**src/rtl/bp_fe_link_pkg.sv**
```systemverilog
// Shared types and helpers for the front-end LCE link transmitter.
// Latency: none, declarations only.
// Backpressure: none, declarations only.
package bp_fe_link_pkg;

   // Message source carried on the link alongside each flit
   typedef enum logic {
      e_link_src_req  = 1'b0,
      e_link_src_resp = 1'b1
   } bp_fe_link_src_e;

   // Serializer state: waiting for work, or streaming one message
   typedef enum logic {
      e_link_idle = 1'b0,
      e_link_send = 1'b1
   } bp_fe_link_state_e;

   // Number of flits needed to carry a message of the given width
   function automatic int bp_fe_link_flits(input int width, input int flit_width);
      return (width + flit_width - 1) / flit_width;
   endfunction

   // Counter width able to index the longer of the two messages, never zero
   function automatic int bp_fe_link_cnt_width(input int a_flits, input int b_flits);
      int m;
      m = (a_flits > b_flits) ? a_flits : b_flits;
      return (m <= 1) ? 1 : $clog2(m);
   endfunction

   // Round-robin pick: a lone candidate wins, a tie goes to the source not served last
   function automatic bp_fe_link_src_e bp_fe_link_pick(input logic req_v,
                                                       input logic resp_v,
                                                       input bp_fe_link_src_e last);
      bp_fe_link_src_e pick;
      if (req_v && resp_v) begin
         pick = (last == e_link_src_req) ? e_link_src_resp : e_link_src_req;
      end else if (resp_v) begin
         pick = e_link_src_resp;
      end else begin
         pick = e_link_src_req;
      end
      return pick;
   endfunction

endpackage

```
**src/rtl/bp_fe_lce_link_fifo.sv**
```systemverilog
// Two-entry message queue in front of the link serializer.
// Latency: an entry written at edge t is visible at the head in cycle t+1; no bypass.
// Backpressure: ready_o depends only on occupancy and is low while full or in reset.
module bp_fe_lce_link_fifo
#(
   parameter int width_p = 8
) (
   input  logic               clk_i,
   input  logic               reset_n_i,
   input  logic [width_p-1:0] data_i,
   input  logic               v_i,
   output logic               ready_o,
   output logic [width_p-1:0] data_o,
   output logic               v_o,
   output logic               full_o,
   input  logic               yumi_i
);

   logic [width_p-1:0] mem_r [2];
   logic               wr_ptr_r;
   logic               rd_ptr_r;
   logic [1:0]         cnt_r;
   logic               enq;
   logic               deq;

   // full_o tells the arbiter a second entry sits behind the head
   assign full_o  = (cnt_r == 2'd2);
   assign v_o     = (cnt_r != 2'd0);
   assign ready_o = reset_n_i & ~full_o;
   assign enq     = v_i & ready_o;
   assign deq     = yumi_i & v_o;
   assign data_o  = mem_r[rd_ptr_r];

   // Pointer and occupancy bookkeeping; simultaneous enq/deq leaves occupancy unchanged
   always_ff @(posedge clk_i or negedge reset_n_i) begin
      if (!reset_n_i) begin
         wr_ptr_r <= 1'b0;
         rd_ptr_r <= 1'b0;
         cnt_r    <= 2'd0;
      end else begin
         if (enq) wr_ptr_r <= ~wr_ptr_r;
         if (deq) rd_ptr_r <= ~rd_ptr_r;
         case ({enq, deq})
            2'b10:   cnt_r <= cnt_r + 2'd1;
            2'b01:   cnt_r <= cnt_r - 2'd1;
            default: cnt_r <= cnt_r;
         endcase
      end
   end

   // Storage; contents only matter once the occupancy count covers them
   always_ff @(posedge clk_i) begin
      if (enq) mem_r[wr_ptr_r] <= data_i;
   end

endmodule

```
**src/rtl/bp_fe_lce_link_tx.sv**
```systemverilog
// Queues LCE requests/responses and serializes them round-robin onto one flit link.
// Latency: message accepted at edge t puts its first flit on the link in cycle t+2.
// Backpressure: link_ready_i low holds the current flit; full queues drop x_ready_o.
module bp_fe_lce_link_tx
   import bp_fe_link_pkg::*;
#(
   parameter int req_width_p  = 96,
   parameter int resp_width_p = 608,
   parameter int flit_width_p = 64
) (
   input  logic                    clk_i,
   input  logic                    reset_n_i,
   input  logic [req_width_p-1:0]  req_i,
   input  logic                    req_v_i,
   output logic                    req_ready_o,
   input  logic [resp_width_p-1:0] resp_i,
   input  logic                    resp_v_i,
   output logic                    resp_ready_o,
   output logic [flit_width_p-1:0] link_data_o,
   output logic                    link_v_o,
   output logic                    link_src_o,
   output logic                    link_last_o,
   input  logic                    link_ready_i,
   output logic                    busy_o
);

   localparam int req_flits_lp  = bp_fe_link_flits(req_width_p, flit_width_p);
   localparam int resp_flits_lp = bp_fe_link_flits(resp_width_p, flit_width_p);
   localparam int cnt_width_lp  = bp_fe_link_cnt_width(req_flits_lp, resp_flits_lp);
   localparam int req_pad_lp    = req_flits_lp * flit_width_p;
   localparam int resp_pad_lp   = resp_flits_lp * flit_width_p;

   localparam logic [cnt_width_lp-1:0] req_last_cnt_lp  = cnt_width_lp'(req_flits_lp - 1);
   localparam logic [cnt_width_lp-1:0] resp_last_cnt_lp = cnt_width_lp'(resp_flits_lp - 1);

   logic [req_width_p-1:0]  req_head;
   logic                    req_head_v;
   logic                    req_full;
   logic                    req_yumi;
   logic [resp_width_p-1:0] resp_head;
   logic                    resp_head_v;
   logic                    resp_full;
   logic                    resp_yumi;

   bp_fe_link_state_e       state_r, state_n;
   bp_fe_link_src_e         gnt_r, gnt_n;
   bp_fe_link_src_e         last_r, last_n;
   logic [cnt_width_lp-1:0] cnt_r, cnt_n;

   logic [req_pad_lp-1:0]   req_pad;
   logic [resp_pad_lp-1:0]  resp_pad;
   logic [flit_width_p-1:0] req_flit;
   logic [flit_width_p-1:0] resp_flit;
   logic                    flit_last;
   logic                    req_avail;
   logic                    resp_avail;

   bp_fe_lce_link_fifo #(.width_p(req_width_p)) req_fifo (
      .clk_i     (clk_i),
      .reset_n_i (reset_n_i),
      .data_i    (req_i),
      .v_i       (req_v_i),
      .ready_o   (req_ready_o),
      .data_o    (req_head),
      .v_o       (req_head_v),
      .full_o    (req_full),
      .yumi_i    (req_yumi)
   );

   bp_fe_lce_link_fifo #(.width_p(resp_width_p)) resp_fifo (
      .clk_i     (clk_i),
      .reset_n_i (reset_n_i),
      .data_i    (resp_i),
      .v_i       (resp_v_i),
      .ready_o   (resp_ready_o),
      .data_o    (resp_head),
      .v_o       (resp_head_v),
      .full_o    (resp_full),
      .yumi_i    (resp_yumi)
   );

   assign busy_o = (state_r == e_link_send) | req_head_v | resp_head_v;

   // Zero-pad each queue head to whole flits and select the flit at cnt_r
   always_comb begin
      req_pad                    = '0;
      req_pad[req_width_p-1:0]   = req_head;
      resp_pad                   = '0;
      resp_pad[resp_width_p-1:0] = resp_head;
      req_flit                   = '0;
      resp_flit                  = '0;
      if (int'(cnt_r) < req_flits_lp) begin
         req_flit = req_pad[int'(cnt_r) * flit_width_p +: flit_width_p];
      end
      if (int'(cnt_r) < resp_flits_lp) begin
         resp_flit = resp_pad[int'(cnt_r) * flit_width_p +: flit_width_p];
      end
   end

   // Arbitrate, step through flits, and re-arbitrate on the last-flit handshake
   always_comb begin
      state_n     = state_r;
      gnt_n       = gnt_r;
      last_n      = last_r;
      cnt_n       = cnt_r;
      req_yumi    = 1'b0;
      resp_yumi   = 1'b0;
      link_v_o    = 1'b0;
      link_data_o = '0;
      link_src_o  = 1'b0;
      link_last_o = 1'b0;
      flit_last   = (gnt_r == e_link_src_resp) ? (cnt_r == resp_last_cnt_lp)
                                               : (cnt_r == req_last_cnt_lp);
      req_avail   = req_head_v;
      resp_avail  = resp_head_v;

      unique case (state_r)
         e_link_idle: begin
            if (req_head_v || resp_head_v) begin
               state_n = e_link_send;
               cnt_n   = '0;
               gnt_n   = bp_fe_link_pick(req_head_v, resp_head_v, last_r);
            end
         end
         e_link_send: begin
            link_v_o    = 1'b1;
            link_src_o  = gnt_r;
            link_last_o = flit_last;
            link_data_o = (gnt_r == e_link_src_resp) ? resp_flit : req_flit;
            if (link_ready_i) begin
               if (!flit_last) begin
                  cnt_n = cnt_r + cnt_width_lp'(1);
               end else begin
                  req_yumi  = (gnt_r == e_link_src_req);
                  resp_yumi = (gnt_r == e_link_src_resp);
                  last_n    = gnt_r;
                  cnt_n     = '0;
                  // The granted queue only offers the entry behind the one leaving now
                  req_avail  = (gnt_r == e_link_src_req)  ? req_full  : req_head_v;
                  resp_avail = (gnt_r == e_link_src_resp) ? resp_full : resp_head_v;
                  if (req_avail || resp_avail) begin
                     gnt_n = bp_fe_link_pick(req_avail, resp_avail, gnt_r);
                  end else begin
                     state_n = e_link_idle;
                  end
               end
            end
         end
         default: begin
            state_n = e_link_idle;
         end
      endcase
   end

   // State register; last_r starts on the response so a first tie favours requests
   always_ff @(posedge clk_i or negedge reset_n_i) begin
      if (!reset_n_i) begin
         state_r <= e_link_idle;
         gnt_r   <= e_link_src_req;
         last_r  <= e_link_src_resp;
         cnt_r   <= '0;
      end else begin
         state_r <= state_n;
         gnt_r   <= gnt_n;
         last_r  <= last_n;
         cnt_r   <= cnt_n;
      end
   end

endmodule

```
**config.mk**
```make
export PLATFORM = sky130hd
export DESIGN_NAME = bp_fe_lce_link_tx
export DESIGN_NICKNAME = d
export VERILOG_FILES = /design/src/rtl/bp_fe_link_pkg.sv /design/src/rtl/bp_fe_lce_link_fifo.sv /design/src/rtl/bp_fe_lce_link_tx.sv
export SDC_FILE = /design/constraint.sdc
export NUM_CORES = 1
export LEC_CHECK = 0
export BUFFER_PORTS_ARGS = -buffer_cell sky130_fd_sc_hd__buf_2
export CORE_ASPECT_RATIO = 1.4
export CORE_MARGIN = 4
export CORE_UTILIZATION = 52
export CTS_CLUSTER_SIZE = 10
export DETAILED_ROUTE_END_ITERATION = 8
export PLACE_DENSITY = 0.78
export SETUP_SLACK_MARGIN = 0.05
export SLEW_MARGIN = 20
export SYNTH_ARGS = -nofsm -noshare
export SYNTH_HDL_FRONTEND = slang
export SYNTH_HIERARCHICAL = 1
export SYNTH_SLANG_ARGS = --single-unit
```
**constraint.sdc**
```tcl
create_clock -name clk_i -period 80 [get_ports clk_i]
set_clock_uncertainty 0.1 [all_clocks]
set_input_delay 4 -clock clk_i [delete_from_list [all_inputs] [get_ports clk_i]]
set_output_delay 4 -clock clk_i [all_outputs]
set_load 0.02 [all_outputs]
```
==> flow_metrics.py <==
metrics = {
    "setup_path": {
        "crit_chain": "buf_4 > buf_4 > buf_4 > mux2_2 > mux2i_1 > a221oi_1 > o21ai_1 > a21oi_1 > buf_2",
        "crit_fanout": 59,
        "required_ns": 75.90,
        "crit_path_start_kind": "register",
        "crit_buf_inv": 4,
        "crit_type": "register to output port",
        "rrSetupSlack_ns": 75.11,
        "end_kind": "output port",
        "max_stage_delay_ns": 0.96,
        "critPathTopFamily": "buffers and inverters",
        "crit_top_cell": "buf_4",
        "crit_slowest_cell": "a221oi_1",
        "crit_arrival_ns": 5.91,
    },
    "timing": {
        "slew-limit-headroom_pct": 22.1,
        "final_max_slew_viol_count": 0,
        "worstMarginPinSlew_ns": 1.17,
        "hold_viol": 0,
        "whs_ns": 0.383,
        "setup_slack_ns": 69.99,
        "grt_setup_unrepaired": "no",
        "fmax_mhz": 99.9,
        "setup_tns_ns": 0,
        "fin_crit_sh_pct": 12.5,
        "setup_violations": 0,
        "period_minus_slack_ns": 10.01,
    },
    "detailed_routing": {
        "via_count": 31600,
        "firstDrtPassIters": 5,
        "drc": 0,
        "drt_iter0_markers": 2809,
        "wl_per_cell_um": 29.6,
        "vias_per_cell": 5.82,
        "wl_um": 160000,
        "antenna_left": 0,
    },
    "run": {
        "cap_viol_max_count": 0,
    },
    "floorplanning": {
        "die_x_um": 290,
        "placementRows": 144,
        "initial_core_util_pct": 52.6,
        "die_y_um": 403,
        "coreArea_um2": 110000,
        "io-pin-count": 779,
        "fp.dieArea_um2": 117000,
    },
    "cells_and_area": {
        "final_cell_area_um2": 68100,
        "synthToLayoutAreaGrowth_pct": 17.3,
        "final_cell_mix": "edfxtp_1 (1408), buf_2 (778), mux2_2 (588)",
        "regArea_um2": 42700,
        "final_common_cell": "edfxtp_1",
        "layout.nets": 4538,
        "layoutNonFillerInstCount": 5427,
        "post-route-util_pct": 61.7,
        "final.fill_count": 7672,
        "multiInputGateArea_um2": 14400,
        "layout-drive-gt1-share_pct": 46.7,
    },
    "clocking": {
        "clkSinkCount": 1423,
        "clock_path_buffers": 3,
        "h-tree-depth": 4,
        "cts_resized": 0,
        "cts-root-buf": "clkbuf_16",
        "hold_buffers": 0,
        "cts-buffers-inserted": 162,
        "post_cts_buffers": 0,
        "clk_pin_slew_ns": 0.05,
        "cts_tree": "yes",
        "clkLatencyLatePin_ns": 0.74,
    },
    "logic_synthesis": {
        "syn_nets": 3708,
        "seq_area_frac_synth_pct": 73.4,
        "yosys_warnings": 6,
        "synth_seq_cells": 1423,
        "async_flop_share_pct": 1.05,
        "syn-mean-instance-area_um2": 19.4,
        "synth_cell_type_count": 56,
        "synth_ff_type": "edfxtp_1",
        "synth_area_um2": 58100,
        "synth-edff-count": 1408,
        "netlist_instances": 2995,
    },
    "power": {
        "power.density_nw_per_um2": 36.0,
        "ir_drop_v": 0.0000361,
        "power.static_leakage_nw": 24.1,
        "power_mw": 2.45,
    },
    "placed_design": {
        "place_congestion": 0.841,
        "dp_cells": 5120,
        "dpl.hpwl_um": 111000,
        "pre_cts_slack_ns": 70.61,
        "io_buffers": 778,
        "place_area_um2": 63300,
    },
    "global_routing": {
        "grt_pass1_vias": 32800,
        "antenna_found_initial": 127,
        "track_usage_pct": 26.6,
        "grt_pass1_wl_um": 224000,
        "grt_max_degree": 180,
        "grt-ovfl-total": 0,
    },
    "min_path": {
        "hp-class": "register to register",
    },
    "outcome": {
        "status": "complete, no violations",
    },
}
-- layer usage --
metal,wire length [um],GRT usage [%],part of all wire [%],vias up
li1,-,-,-,13800
met1,52300,28.3,33,15900
met2,84800,47.7,53,1481
met3,15100,8.70,9.4,364
met4,7800,13.0,4.9,76
met5,505,0,0.31,-
-- layout make-up --
type / instances / area share [%]
well taps: 1460 / 2.68
clock buffers: 178 / 6.10
diodes: 108 / 0.397
flip-flops and latches: 1423 / 62.6
repair buffers: 836 / 6.49
inverters: 8 / 0.0441
clock inverters: 20 / 0.527
multi-input cells: 1394 / 21.1
-- final timing paths --
| path | start | endpoint | depth (start not counted) |
|---|---|---|---|
| worst max-delay path | resp_fifo/rd_ptr_r | link_data_o[45] | 9 |
| worst min-delay path | resp_fifo/cnt_r[1] | resp_fifo/cnt_r[1] | 1 |
| worst max register to register | resp_fifo/cnt_r[0] | resp_fifo/mem_r[1][418] | 6 |
| worst min register to register | resp_fifo/cnt_r[1] | resp_fifo/cnt_r[1] | 1 |
| max in group asynchronous | reset_n_i | cnt_r[2] | 1 |
| min in group asynchronous | reset_n_i | req_fifo/rd_ptr_r | 1 |
-- where the power goes --
group          switching [mW]  internal (mW)
Clock                   0.278          0.371
Combinational           0.496          0.334
Sequential             0.0464          0.929
Total                   0.820           1.63
-- cells by family (layout without fill, tap and decap cells) --
| family | count (synthesis) | after routing | share of synthesized area, % |
|---|---|---|---|
| AOI/OAI and AO/OA | 296 | 296 | 3.19 |
| xor gates and xnor gates | 11 | 11 | 0.166 |
| adders and majority gates | 4 | 4 | 0.0862 |
| buffers and inverters | 178 | 1042 | 2.04 |
| DFF | 1423 | 1423 | 73.4 |
| muxes | 988 | 988 | 20.2 |
| other | 0 | 108 | 0 |
| and+or+nand+nor | 95 | 95 | 0.842 |
-- synthesized netlist by cell type, types with 2 or more instances --
cell type / n / area (um^2)
and2_1: 4 / 25.0
buf_4: 66 / 495
dfrtp_1: 14 / 350
a31oi_1: 5 / 31.3
xnor2_1: 7 / 61.3
nand2b_1: 6 / 37.5
nand3_1: 21 / 105
mux4_2: 36 / 811
o21ai_0: 40 / 200
clkbuf_1: 25 / 93.8
mux2_4: 130 / 1950
a221oi_1: 41 / 359
nor2b_1: 4 / 25.0
inv_1: 6 / 22.5
o21a_1: 2 / 15.0
clkinv_1: 2 / 7.51
xor2_1: 4 / 35.0
nand2_1: 16 / 60.1
o21ai_1: 17 / 85.1
nand3b_1: 3 / 22.5
a21o_1: 2 / 15.0
o221ai_1: 17 / 149
mux2_2: 588 / 6620
buf_2: 51 / 255
mux4_1: 2 / 52.6
o211ai_1: 3 / 22.5
o22a_1: 3 / 26.3
or2_2: 2 / 12.5
nor2_1: 25 / 93.8
a21oi_1: 117 / 586
ha_1: 4 / 50.1
o22ai_1: 6 / 37.5
edfxtp_1: 1408 / 42300
a22oi_1: 39 / 293
buf_6: 20 / 225
buf_1: 4 / 15.0
mux2i_1: 232 / 2320
buf_12: 3 / 60.1
nor3_1: 3 / 15.0
-- flip-flops by register name (all words and copies together), names as in the netlist --
| register | count |
|---|---|
| req_fifo/mem_r | 192 |
| resp_fifo/rd_ptr_r | 1 |
| req_fifo/rd_ptr_r | 1 |
| resp_fifo/mem_r | 1216 |
| req_fifo/wr_ptr_r | 1 |
| req_fifo/cnt_r | 2 |
| resp_fifo/wr_ptr_r | 1 |
| resp_fifo/cnt_r | 2 |
| gnt_r | 1 |
| last_r | 1 |
| state_r | 1 |
| cnt_r | 4 |
Note: power is estimated with default switching activity, not from simulation.
